## config.mk

```make
export PLATFORM = sky130hd
export DESIGN_NAME = fetch_unit_flat
export DESIGN_NICKNAME = d
export VERILOG_FILES = /design/src/rtl/fetch_pkg.sv /design/src/rtl/fetch_unit_if.sv /design/src/rtl/fetch_fifo.sv /design/src/rtl/fetch_unit.sv /design/src/flat_wrapper.sv
export SDC_FILE = /design/constraint.sdc
export NUM_CORES = 1
export LEC_CHECK = 0
export ABC_AREA = 0
export CORE_ASPECT_RATIO = 0.7
export CORE_MARGIN = 3
export CORE_UTILIZATION = 43
export CTS_BUF_LIST = sky130_fd_sc_hd__clkbuf_8
export DETAILED_ROUTE_END_ITERATION = 16
export GPL_ROUTABILITY_DRIVEN = 1
export PLACE_DENSITY = 0.71
export SYNTH_ARGS = -nofsm -noshare
export SYNTH_HDL_FRONTEND = slang
export SYNTH_SLANG_ARGS = --single-unit
export TNS_END_PERCENT = 5
```

## constraint.sdc

```tcl
create_clock -name clk -period 8.6 [get_ports clk]
set_clock_uncertainty 0.1 [all_clocks]
set_input_delay 1.29 -clock clk [delete_from_list [all_inputs] [get_ports clk]]
set_output_delay 1.29 -clock clk [all_outputs]
set_load 0.02 [all_outputs]
```

## src/rtl/fetch_pkg.sv

```systemverilog
// Shared types and constants for the instruction fetch stage.
package fetch_pkg;

    localparam int INST_W  = 32;
    localparam int BADDR_W = 21;

    typedef enum logic [1:0] {
        IDLE,
        WAIT,
        DROP
    } fetch_state_t;

    typedef struct packed {
        logic [INST_W-1:0] inst;
        logic [31:0]       pc;
    } fetch_entry_t;

    // Branch targets only carry a 21-bit word address; the upper bits come from the fetch pc.
    function automatic logic [31:0] redirect_target(input logic [31:0]        pc,
                                                    input logic [BADDR_W-1:0] baddr);
        return {pc[31:23], baddr, 2'b00};
    endfunction

endpackage

```

## src/rtl/fetch_unit_if.sv

```systemverilog
// Fetch-stage bus bundle: instruction memory read port, decode handshake and branch redirect.
interface fetch_unit_if;
    import fetch_pkg::*;

    logic                imem_req;
    logic [31:0]         imem_addr;
    logic                imem_rvalid;
    logic [INST_W-1:0]   imem_rdata;
    logic [INST_W-1:0]   inst;
    logic [31:0]         inst_pc;
    logic                inst_valid;
    logic                inst_ready;
    logic                redirect;
    logic [BADDR_W-1:0]  redirect_baddr;

    modport master (
        output imem_req, imem_addr, inst, inst_pc, inst_valid,
        input  imem_rvalid, imem_rdata, inst_ready, redirect, redirect_baddr
    );

    modport slave (
        input  imem_req, imem_addr, inst, inst_pc, inst_valid,
        output imem_rvalid, imem_rdata, inst_ready, redirect, redirect_baddr
    );

endinterface

```

## src/rtl/fetch_fifo.sv

```systemverilog
// DEPTH-entry instruction buffer with synchronous flush; head is read straight from storage.
module fetch_fifo
    import fetch_pkg::*;
#(
    parameter int DEPTH = 2
) (
    input  logic                   clk,
    input  logic                   rst_n,
    input  logic                   push,
    input  fetch_entry_t           push_entry,
    input  logic                   pop,
    input  logic                   flush,
    output logic [$clog2(DEPTH):0] count,
    output fetch_entry_t           head
);

    localparam int PTR_W = $clog2(DEPTH);

    fetch_entry_t      mem [DEPTH];
    logic [PTR_W-1:0]  wr_ptr;
    logic [PTR_W-1:0]  rd_ptr;
    logic              pop_ok;

    assign pop_ok = pop & (count != '0);
    assign head   = mem[rd_ptr];

    always_ff @(posedge clk) begin
        if (!rst_n) begin
            wr_ptr <= '0;
            rd_ptr <= '0;
            count  <= '0;
            for (int i = 0; i < DEPTH; i++) mem[i] <= '0;
        end else if (flush) begin
            wr_ptr <= '0;
            rd_ptr <= '0;
            count  <= '0;
        end else begin
            if (push) begin
                mem[wr_ptr] <= push_entry;
                wr_ptr      <= wr_ptr + 1'b1;
            end
            if (pop_ok) rd_ptr <= rd_ptr + 1'b1;
            count <= count + {{PTR_W{1'b0}}, push} - {{PTR_W{1'b0}}, pop_ok};
        end
    end

endmodule

```

## src/rtl/fetch_unit.sv

```systemverilog
// Instruction fetch stage: pc, single-outstanding imem reads, buffered delivery to decode.
// Optional FETCH_STATS_EN adds stat_fetched / stat_flushed counters.
module fetch_unit
    import fetch_pkg::*;
#(
    parameter logic [31:0] RESET_PC = 32'h0000_0000,
    parameter int          DEPTH    = 2
) (
    input logic          clk,
    input logic          rst_n,
    fetch_unit_if.master bus
`ifdef FETCH_STATS_EN
    ,
    output logic [31:0]  stat_fetched,
    output logic [31:0]  stat_flushed
`endif
);

    localparam int               CNT_W   = $clog2(DEPTH) + 1;
    localparam logic [CNT_W-1:0] DEPTH_C = CNT_W'(DEPTH);

    fetch_state_t      state;
    logic [31:0]       pc;
    logic [CNT_W-1:0]  count;
    fetch_entry_t      head;
    fetch_entry_t      push_entry;
    logic              issue;
    logic              push;
    logic              pop;

    // Issue only from IDLE, so count alone bounds buffered + outstanding words.
    assign issue      = (state == IDLE) & ~bus.redirect & (count < DEPTH_C);
    assign push       = (state == WAIT) & bus.imem_rvalid & ~bus.redirect;
    assign bus.inst_valid = (count != '0);
    assign pop        = bus.inst_valid & bus.inst_ready;
    assign push_entry = '{inst: bus.imem_rdata, pc: bus.imem_addr};
    assign bus.inst    = head.inst;
    assign bus.inst_pc = head.pc;

    fetch_fifo #(.DEPTH(DEPTH)) u_fifo (
        .clk        (clk),
        .rst_n      (rst_n),
        .push       (push),
        .push_entry (push_entry),
        .pop        (pop),
        .flush      (bus.redirect),
        .count      (count),
        .head       (head)
    );

    // imem_addr holds the outstanding request address until the next issue.
    always_ff @(posedge clk) begin
        if (!rst_n) begin
            state         <= IDLE;
            pc            <= RESET_PC;
            bus.imem_req  <= 1'b0;
            bus.imem_addr <= RESET_PC;
        end else begin
            bus.imem_req <= issue;
            if (issue) bus.imem_addr <= pc;
            if (bus.redirect)  pc <= redirect_target(pc, bus.redirect_baddr);
            else if (issue)    pc <= pc + 32'd4;
            unique case (state)
                IDLE:    if (issue) state <= WAIT;
                WAIT:    if (bus.imem_rvalid) state <= IDLE;
                         else if (bus.redirect) state <= DROP;
                DROP:    if (bus.imem_rvalid) state <= IDLE;
                default: state <= IDLE;
            endcase
        end
    end

`ifdef FETCH_STATS_EN
    // A word popped in the redirect cycle was delivered, so it is not counted as flushed.
    always_ff @(posedge clk) begin
        if (!rst_n) begin
            stat_fetched <= '0;
            stat_flushed <= '0;
        end else begin
            if (pop) stat_fetched <= stat_fetched + 32'd1;
            if (bus.redirect)
                stat_flushed <= stat_flushed + 32'(count) - 32'(pop) + 32'(state == WAIT);
        end
    end
`endif

endmodule

```

## src/flat_wrapper.sv

```systemverilog
// flat-port wrapper written by rule: the top's interface ports become plain ports
module fetch_unit_flat import fetch_pkg::*;
#(
    parameter logic [31:0] RESET_PC = 32'h0000_0000,
    parameter int          DEPTH    = 2
)
  (clk, rst_n, bus_imem_req, bus_imem_addr, bus_inst, bus_inst_pc, bus_inst_valid, bus_imem_rvalid, bus_imem_rdata, bus_inst_ready, bus_redirect, bus_redirect_baddr);
  fetch_unit_if bus_i ();
  input logic clk;
  input logic rst_n;
  output wire logic [$bits(bus_i.imem_req)-1:0] bus_imem_req;
  output wire logic [$bits(bus_i.imem_addr)-1:0] bus_imem_addr;
  output wire logic [$bits(bus_i.inst)-1:0] bus_inst;
  output wire logic [$bits(bus_i.inst_pc)-1:0] bus_inst_pc;
  output wire logic [$bits(bus_i.inst_valid)-1:0] bus_inst_valid;
  input wire logic [$bits(bus_i.imem_rvalid)-1:0] bus_imem_rvalid;
  input wire logic [$bits(bus_i.imem_rdata)-1:0] bus_imem_rdata;
  input wire logic [$bits(bus_i.inst_ready)-1:0] bus_inst_ready;
  input wire logic [$bits(bus_i.redirect)-1:0] bus_redirect;
  input wire logic [$bits(bus_i.redirect_baddr)-1:0] bus_redirect_baddr;
  assign bus_imem_req = bus_i.imem_req;
  assign bus_imem_addr = bus_i.imem_addr;
  assign bus_inst = bus_i.inst;
  assign bus_inst_pc = bus_i.inst_pc;
  assign bus_inst_valid = bus_i.inst_valid;
  assign bus_i.imem_rvalid = bus_imem_rvalid;
  assign bus_i.imem_rdata = bus_imem_rdata;
  assign bus_i.inst_ready = bus_inst_ready;
  assign bus_i.redirect = bus_redirect;
  assign bus_i.redirect_baddr = bus_redirect_baddr;
  fetch_unit #(.RESET_PC(RESET_PC), .DEPTH(DEPTH)) u_core (.clk(clk), .rst_n(rst_n), .bus(bus_i));
endmodule
```

# --- Yosys cells after proc, flatten, opt, wreduce, memory -nomap -nowiden ---
# Memory sizes are Yosys's and may differ from the RTL's. A register that Yosys moved wholly into a read port is not among the register bits.
# Cells that the tools add are included.
op_classes:
  n_bitwise: 8
  n_eq_ne: 5
  magnitude_cmp: 1
  n_reduce_logical: 7
  n_mux: 17
  addsub: 5
ops:
  columns: ["cell", "count"]
  rows:
  - ["64-bit 2-to-1 mux", 1]
  - ["64-bit OR reduction", 1]
  - ["23-bit 2-to-1 mux", 2]
  - ["32-bit by 3-bit adder with 32-bit output (second input constant)", 1]
  - ["1-bit 2-to-1 mux", 9]
  - ["2-bit 2-to-1 mux", 4]
  - ["1-bit bitwise AND", 6]
  - ["2-bit case mux with 3 select lines", 1]
  - ["2-bit nonzero test", 2]
  - ["3-bit != test (second input constant)", 1]
  - ["3-bit AND reduction", 1]
  - ["1-bit adder (second input constant)", 2]
  - ["2-bit by 1-bit adder with 2-bit output", 1]
  - ["2-bit by 1-bit equality test with 1-bit output (second input constant)", 1]
  - ["2-bit equality test (second input constant)", 1]
  - ["2-bit logical NOT", 1]
  - ["2-bit < comparator (second input constant)", 1]
  - ["2-bit by 1-bit != test with 1-bit output (second input constant)", 1]
  - ["2-bit != test (second input constant)", 1]
  - ["1-bit NOT", 2]
  - ["2-bit AND reduction", 1]
  - ["2-bit OR reduction", 1]
  - ["2-bit by 1-bit subtractor with 2-bit output", 1]
totals:
  memories: 1
  input_bits: 58
  ff_bits: 71
  out_inout_bits: 98
  ram_bits: 128
memory_table:
  columns: ["memory", "words", "width", "read_ports", "rd_clocked_by_memory_dff", "write_ports", "line_no", "text"]
  rows:
  - ["u_core.u_fifo.mem", 2, 64, 1, 1, 2, "fetch_fifo.sv:19", "fetch_entry_t mem [DEPTH];"]

# --- Depth between registers and ports, before layout ---
# Gate-level depths: netlist of run 1.
logic_depth:
  word_depth: 9
  mapped_depth: 9

# --- Hierarchy ---
# From an unflattened synthesis of run 1, not the netlist that was laid out.
hier_totals:
  hier_cells: 738
  area_unflattened_um2: 8730.9
by_module_without_submodules:
  columns: ["module", "cells_each", "area_each_um2", "n_inst"]
  rows:
  - ["fetch_fifo", 382, 5908.2, 1]
  - ["fetch_unit", 356, 2822.7, 1]

# --- Worst setup path before layout of run 1 ---
# Ideal clock, no wire load.
synth_path:
  kind: "input port to flip-flop"
  start: "input port bus_redirect"
  end: "memory u_core.u_fifo.mem[1][10] (netlist bit) (enable)"
  path_buffers: 1
  t_arrival_ns: 6.146
  setup_ns: 0.568
  required_time_ns: 7.932
  setup_slack_ns: 1.787
  cell_stages: 4
  path_cell_list: "clkbuf_1 -> nor2_1 -> nand3_1 -> o21ai_0"
synth_rtl:
  columns: ["element", "line_no", "text"]
  rows:
  - ["from (decl)", "flat_wrapper.sv:19", "input wire logic [$bits(bus_i.redirect)-1:0] bus_redirect;"]
  - ["to (decl)", "fetch_fifo.sv:19", null]

# --- Final worst setup path of run 1 ---
layout_path:
  start: "input port bus_redirect"
  end: "register u_core.pc[29]"
layout_between:
  elab_chain_cells: 4
layout_lines:
  columns: ["element", "line_no", "text"]
  rows:
  - ["1-bit NOT *", "fetch_unit.sv:32", "assign issue = (state == IDLE) & ~bus.redirect & (count < DEPTH_C);"]
  - ["1-bit bitwise AND (2 in series)", "fetch_unit.sv:32", null]
  - ["2-bit AND reduction (no source line) *", null, null]
  - ["to (signal assigned)", "fetch_unit.sv:61", "if (bus.redirect) pc <= redirect_target(pc, bus.redirect_baddr);"]
  - ["to (signal assigned)", "fetch_unit.sv:62", "else if (issue) pc <= pc + 32'd4;"]
  - ["to (decl)", "fetch_unit.sv:23", "logic [31:0] pc;"]
# Mark *: on every way between the ends. The rest lies on a longest branch, timed or not.
# A chain may end at the register's enable or synchronous reset.

==> out/qor.csv, run 1 <==
metric,value,unit
r2r-end,u_core.pc[29]$_SDFFE_PN0P_,
overflow,0,
portBuffers,151,
grt_pass1_vias,5589,
cts_hold_buf,0,
max_freq,252,MHz
clk_path_buf_depth,2,
area_growth,25.2,%
synth-edff-count,124,
start_kind,input port,
drive_above_1_share,13.0,%
initial_core_util,44.2,%
hold_path_startpoint,u_core.pc[31]$_SDFFE_PN0P_,
reg2reg_from,u_core.state[0]$_SDFFE_PN0P_,
cts_setup_buffers,0,
seq_area,5090,um2
relSlewSlack,38.3,%
viasPerCell,5.10,
grt_max_degree,63,
p_per_area,168,nW/um2
synth_flop_cell,edfxtp_1,
wl,18.9,mm
diodes,0,
ctsResizeCount,0,
drcViolationCount,0,
final.fill_count,1657,
h-tree-depth,4,
dr.pass1.iters,4,
vias,5772,
cts_tree,yes,
hold_viol,0,
final_core_util,55.3,%
slew_violations,0,
die_y,123,um
arrival,4.26,ns
critical_path.max_fanout,39,
yosys_warnings,0,
wl_per_cell,16.7,um
finalSetupTns,0,ns
hold_class,reg2reg,
critical_path_class,in2reg,
core_area,19000,um2
required,8.89,ns
ant_nets,0,
critPathCaptureType,flip-flop,
grt_pass1_wl,30.2,mm
gp_congestion,0.844,
clkLatencyLatePin,0.46,ns
ff2ff_setup_slack,5.77,ns
place_hpwl,12.2,mm
grt_usage,18.0,%
post-route-period-util,46.2,%
ir_worst_vdd,0.103,mV
synth_top_cell_by_area,edfxtp_1,
fin_nets,915,
cts_made_buffers,17,
cap_violations,0,
ioPinCount,156,
ff2ff_path_depth,4,
antenna_found_initial,0,
clk_pin_slew,0.12,ns
p_leak,3.68,nW
yosysUniqueCellTypes,48,
ys_top_cells_by_area,"edfxtp_1, dfxtp_1, and2_1, mux2_2, nand2_1",
rsz0062_at_grt,no,
first_iter_violations,455,
synth-seq-area-share,60.5,%
die_x,173,um
power.total,0.00177,W
synth-async-reset-ratio,0,%
root_buffer,clkbuf_8,
ys_seq_elements,192,
die-area,21300,um2
yosysTopAreaCellShare,44.3,%
clock-sinks,192,
tightestPinTransition,0.925,ns
avgSynthCellArea,11.6,um2
period_needed,3.98,ns
synth_cells,727,
holdPathStages,2,
netlist_area,8400,um2
min_to,u_core.bus.imem_addr[31]$_SDFFE_PN0P_,
rows,42,
finalSetupViolCount,0,
multi_input_area,3110,um2
status,"finished, final reports clean",
[cell usage after synthesis (2+ instances only)]
master and count:
o21ai_0 16, ha_1 3, a31oi_1 7, o31a_1 2
nor4_1 5, nand4_1 9, mux2_2 63, xnor2_1 5
edfxtp_1 124, nor3_1 6, nand2_1 88, and3_1 2
and2_1 125, a211oi_1 2, nand3_1 13, o31ai_1 8
clkbuf_1 43, mux2i_1 3, buf_1 3, nor4b_1 2
and4_1 4, o311ai_0 2, buf_2 3, or3_1 8
xor2_1 6, or4_1 16, a21oi_1 47, nor2_1 14
inv_1 9, buf_4 4, dfxtp_1 68
[worst max-delay path, cell delays in order]
cell and delay, ns:
clkdlybuf4s50_1 0.75, or4_4 0.79, or4_1 0.75, or4_1 0.52
a21oi_1 0.15
[metal layers]
layer | wire (um) | share of wire (%) | vias to the layer above | GRT usage (%)
met5 | 0 | 0 | - | 0
met1 | 9120 | 48 | 2760 | 25.9
met4 | 65 | 0.34 | 0 | 3.54
met3 | 1090 | 5.8 | 6 | 4.39
met2 | 8610 | 46 | 172 | 28.1
li1 | - | - | 2834 | -
[area by class of cell]
type	count	share of cell area, %
sequential	192	48.3
multi-input combinational	474	29.5
timing repair buffer	159	14.9
tap	264	3.14
clock buffer	18	2.35
clock inverter	14	1.36
inverter	10	0.357
[flip-flops by register name, summed over array words and instances, names as in the netlist, named ones only]
signal	flops
u_core.u_fifo.mem	124
u_core.u_fifo.count	2
u_core.pc	30
u_core.u_fifo.rd_ptr	1
u_core.u_fifo.wr_ptr	1
u_core.state	2
u_core.bus.imem_req	1
u_core.bus.imem_addr	30
[power breakdown]
part	switching (W)	total (W)	internal (W)
Sequential	0.0000226	0.00103	0.00101
Combinational	0.0000885	0.000167	0.0000784
Clock	0.000347	0.000571	0.000224
Total	0.000458	0.00177	0.00131
[per-stage QoR]
stage / hold WS, ns / instances / setup slack [ns] / instance area [um2]
after CTS: 0.392 / 1131 / 4.63 / 10500
final: 0.390 / 1131 / 4.62 / 10500
after global routing: 0.417 / 1131 / 4.51 / 10500
after floorplan: 0.346 / 730 / 1.79 / 8420
after global placement: 0.368 / 1099 / 4.23 / 10100
after detailed placement: 0.376 / 1099 / 4.15 / 10100
[worst max path at each step]
stage / start / end / slack [ns] / cells after the start
after floorplan: bus_redirect / u_core.u_fifo.mem[1][10]$_SDFFCE_PN0P_ / 1.79 / 4
after global placement: bus_redirect / u_core.pc[25]$_SDFFE_PN0P_ / 4.23 / 5
after detailed placement: bus_redirect / u_core.pc[25]$_SDFFE_PN0P_ / 4.15 / 5
after CTS: flip-flop / bus_inst[1] / 4.63 / 3
after global routing: bus_redirect / u_core.pc[29]$_SDFFE_PN0P_ / 4.51 / 5
final: bus_redirect / u_core.pc[29]$_SDFFE_PN0P_ / 4.62 / 5
[cells in the final DEF (no fill, tap or decap), types with 3 or more instances in the layout]
| master | instances |
|---|---|
| clkdlybuf4s50_1 | 151 |
| buf_4 | 8 |
| mux2i_1 | 3 |
| xnor2_1 | 5 |
| a21oi_1 | 47 |
| or4_1 | 16 |
| and4_1 | 4 |
| inv_6 | 6 |
| dfxtp_1 | 67 |
| nand2_1 | 88 |
| edfxtp_1 | 124 |
| and2_1 | 125 |
| nor2_1 | 13 |
| conb_1 | 4 |
| clkbuf_8 | 18 |
| inv_1 | 9 |
| mux2_2 | 63 |
| nand4_1 | 9 |
| nor4_1 | 5 |
| or3_1 | 8 |
| o31ai_1 | 8 |
| o21ai_0 | 14 |
| xor2_1 | 6 |
| a31oi_1 | 7 |
| clkinv_4 | 4 |
| nand3_1 | 13 |
| ha_1 | 3 |
| nor3_1 | 5 |
[cells by family (layout without fill, tap and decap cells)]
group | Yosys count | after routing | synth area share, %
simple gates | 297 | 297 | 19.4
flops | 192 | 192 | 60.5
compound gates | 93 | 93 | 6.51
mux | 66 | 66 | 8.80
buf+inv | 64 | 201 | 3.17
xor+xnor | 11 | 11 | 1.15
fa+ha+maj | 3 | 3 | 0.447
other cells | 1 | 4 | 0.0446
(Power assumes the default switching activity.)
==> run 2: changes to the inputs <==
clock period = 4 ns   (was 8.6 ns; I/O delays follow)
==> out/qor.csv, run 2 (synthesis results as in run 1) <==
metric,value,unit
ff2ff_path_depth,4,
gp_congestion,0.916,
wl,19.3,mm
top_regs,"u_core.u_fifo.mem (124), u_core.bus.imem_addr (30), u_core.pc (30)",
status,"finished, final reports clean",
rsz0062_at_grt,no,
largest_reg_flops,124,
hold_viol,0,
holdPathStages,2,
ant_nets,0,
fin_nets,920,
post-route-period-util,76.2,%
p_leak,3.70,nW
dr_wl_met3,1.33,mm
reg2reg_from,u_core.pc[7]$_SDFFE_PN0P_,
slew_violations,0,
cts_made_buffers,17,
final_core_util,55.7,%
grt_usage,18.1,%
cap_violations,0,
routed.top_layer,met4,
cts_tree,yes,
critical_path_class,reg2out,
clock-sinks,192,
clk_path_buf_depth,2,
cts_setup_buffers,0,
clkLatencyLatePin,0.45,ns
grt_pass1_wl,30.4,mm
die_y,123,um
root_buffer,clkbuf_8,
swShare,24.5,%
wl_met2,8.25,mm
ctsResizeCount,0,
mostFrequentLayoutCell,clkdlybuf4s50_1,
p_int,0.00291,W
finalSetupViolCount,0,
place_hpwl,12.7,mm
overflow,0,
core_area,19000,um2
holdWs,0.387,ns
viasPerCell,5.14,
arrival,2.35,ns
regMostFlops,u_core.u_fifo.mem,
relSlewSlack,43.0,%
drcViolationCount,0,
diodes,0,
h-tree-depth,4,
clk_pin_slew,0.10,ns
grt_pass1_vias,5539,
m1WireLength,9.47,mm
antenna_found_initial,0,
combPwrFrac,9.5,%
critPathCaptureType,primary output,
initial_core_util,44.2,%
required,3.30,ns
p_sw,0.000943,W
wl_per_cell,17.0,um
first_iter_violations,494,
start_kind,flip-flop,
p_clk_share,32.8,%
period_needed,3.05,ns
tightestPinTransition,0.849,ns
grt_max_degree,63,
hold_class,reg2reg,
drive_above_1_share,13.3,%
rows,42,
area_growth,26.2,%
die-area,21300,um2
ir_worst_vdd,0.166,mV
portBuffers,151,
pwr-share-seq,57.7,%
vias,5843,
finalSetupTns,0,ns
critical_path.max_fanout,51,
max_freq,328,MHz
die_x,173,um
dr.pass1.iters,5,
hold_path_startpoint,u_core.bus.imem_addr[14]$_SDFFE_PN0P_,
final_cell_mix,"clkdlybuf4s50_1, and2_1, edfxtp_1",
ioPinCount,156,
p_per_area,364,nW/um2
cts_hold_buf,0,
[run 2: per-stage QoR]
step | instances | total power (W) | worst slack (ns) | cell area [um2]
2_1_floorplan | 730 | 0.00245 | -0.453 | 8420
3_3_place_gp | 1104 | 0.00263 | 0.994 | 10200
3_5_place_dp | 1104 | 0.00264 | 0.945 | 10200
4_1_cts | 1136 | 0.00388 | 0.916 | 10600
5_1_grt | 1136 | 0.00401 | 0.865 | 10600
6_report | 1136 | 0.00385 | 0.951 | 10600
[run 2: critical path, stage by stage, from the launching register on]
cell and delay (ns):
dfxtp_2 0.56, buf_12 0.32, mux2_2 0.42, clkdlybuf4s50_1 0.55
[run 2: worst paths after layout]
kind	to	slack (ns)
worst max register to register	u_core.pc[25]$_SDFFE_PN0P_	1.40
worst min register to register	u_core.bus.imem_addr[14]$_SDFFE_PN0P_	0.39
worst max-delay path	bus_inst_pc[9]	0.95
worst min-delay path	u_core.bus.imem_addr[14]$_SDFFE_PN0P_	0.39
[run 2: layout make-up]
class,instances,area (um2)
Inverter,10,37.5
Multi-Input combinational cell,474,3110
Clock inverter,15,160
Tap cell,264,330
Fill cell,1611,8420
Timing Repair Buffer,164,1650
Sequential cell,192,5090
Clock buffer,17,234
[run 2: power by group through the flow]
| stage | clock (W) | sequential, W | combinational (W) |
|---|---|---|---|
| floorplan | 0 | 0.00226 | 0.000187 |
| global placement | 0 | 0.00227 | 0.000367 |
| detailed placement | 0 | 0.00227 | 0.000367 |
| CTS | 0.00129 | 0.00222 | 0.000369 |
| global route | 0.00138 | 0.00223 | 0.000396 |
| finish | 0.00126 | 0.00222 | 0.000366 |
[run 2: layer usage]
layer  up-vias  track usage [%]
met4         0             5.26
li1       2838                -
met2       203             26.5
met5         -                0
met1      2782             27.1
met3        20             4.14
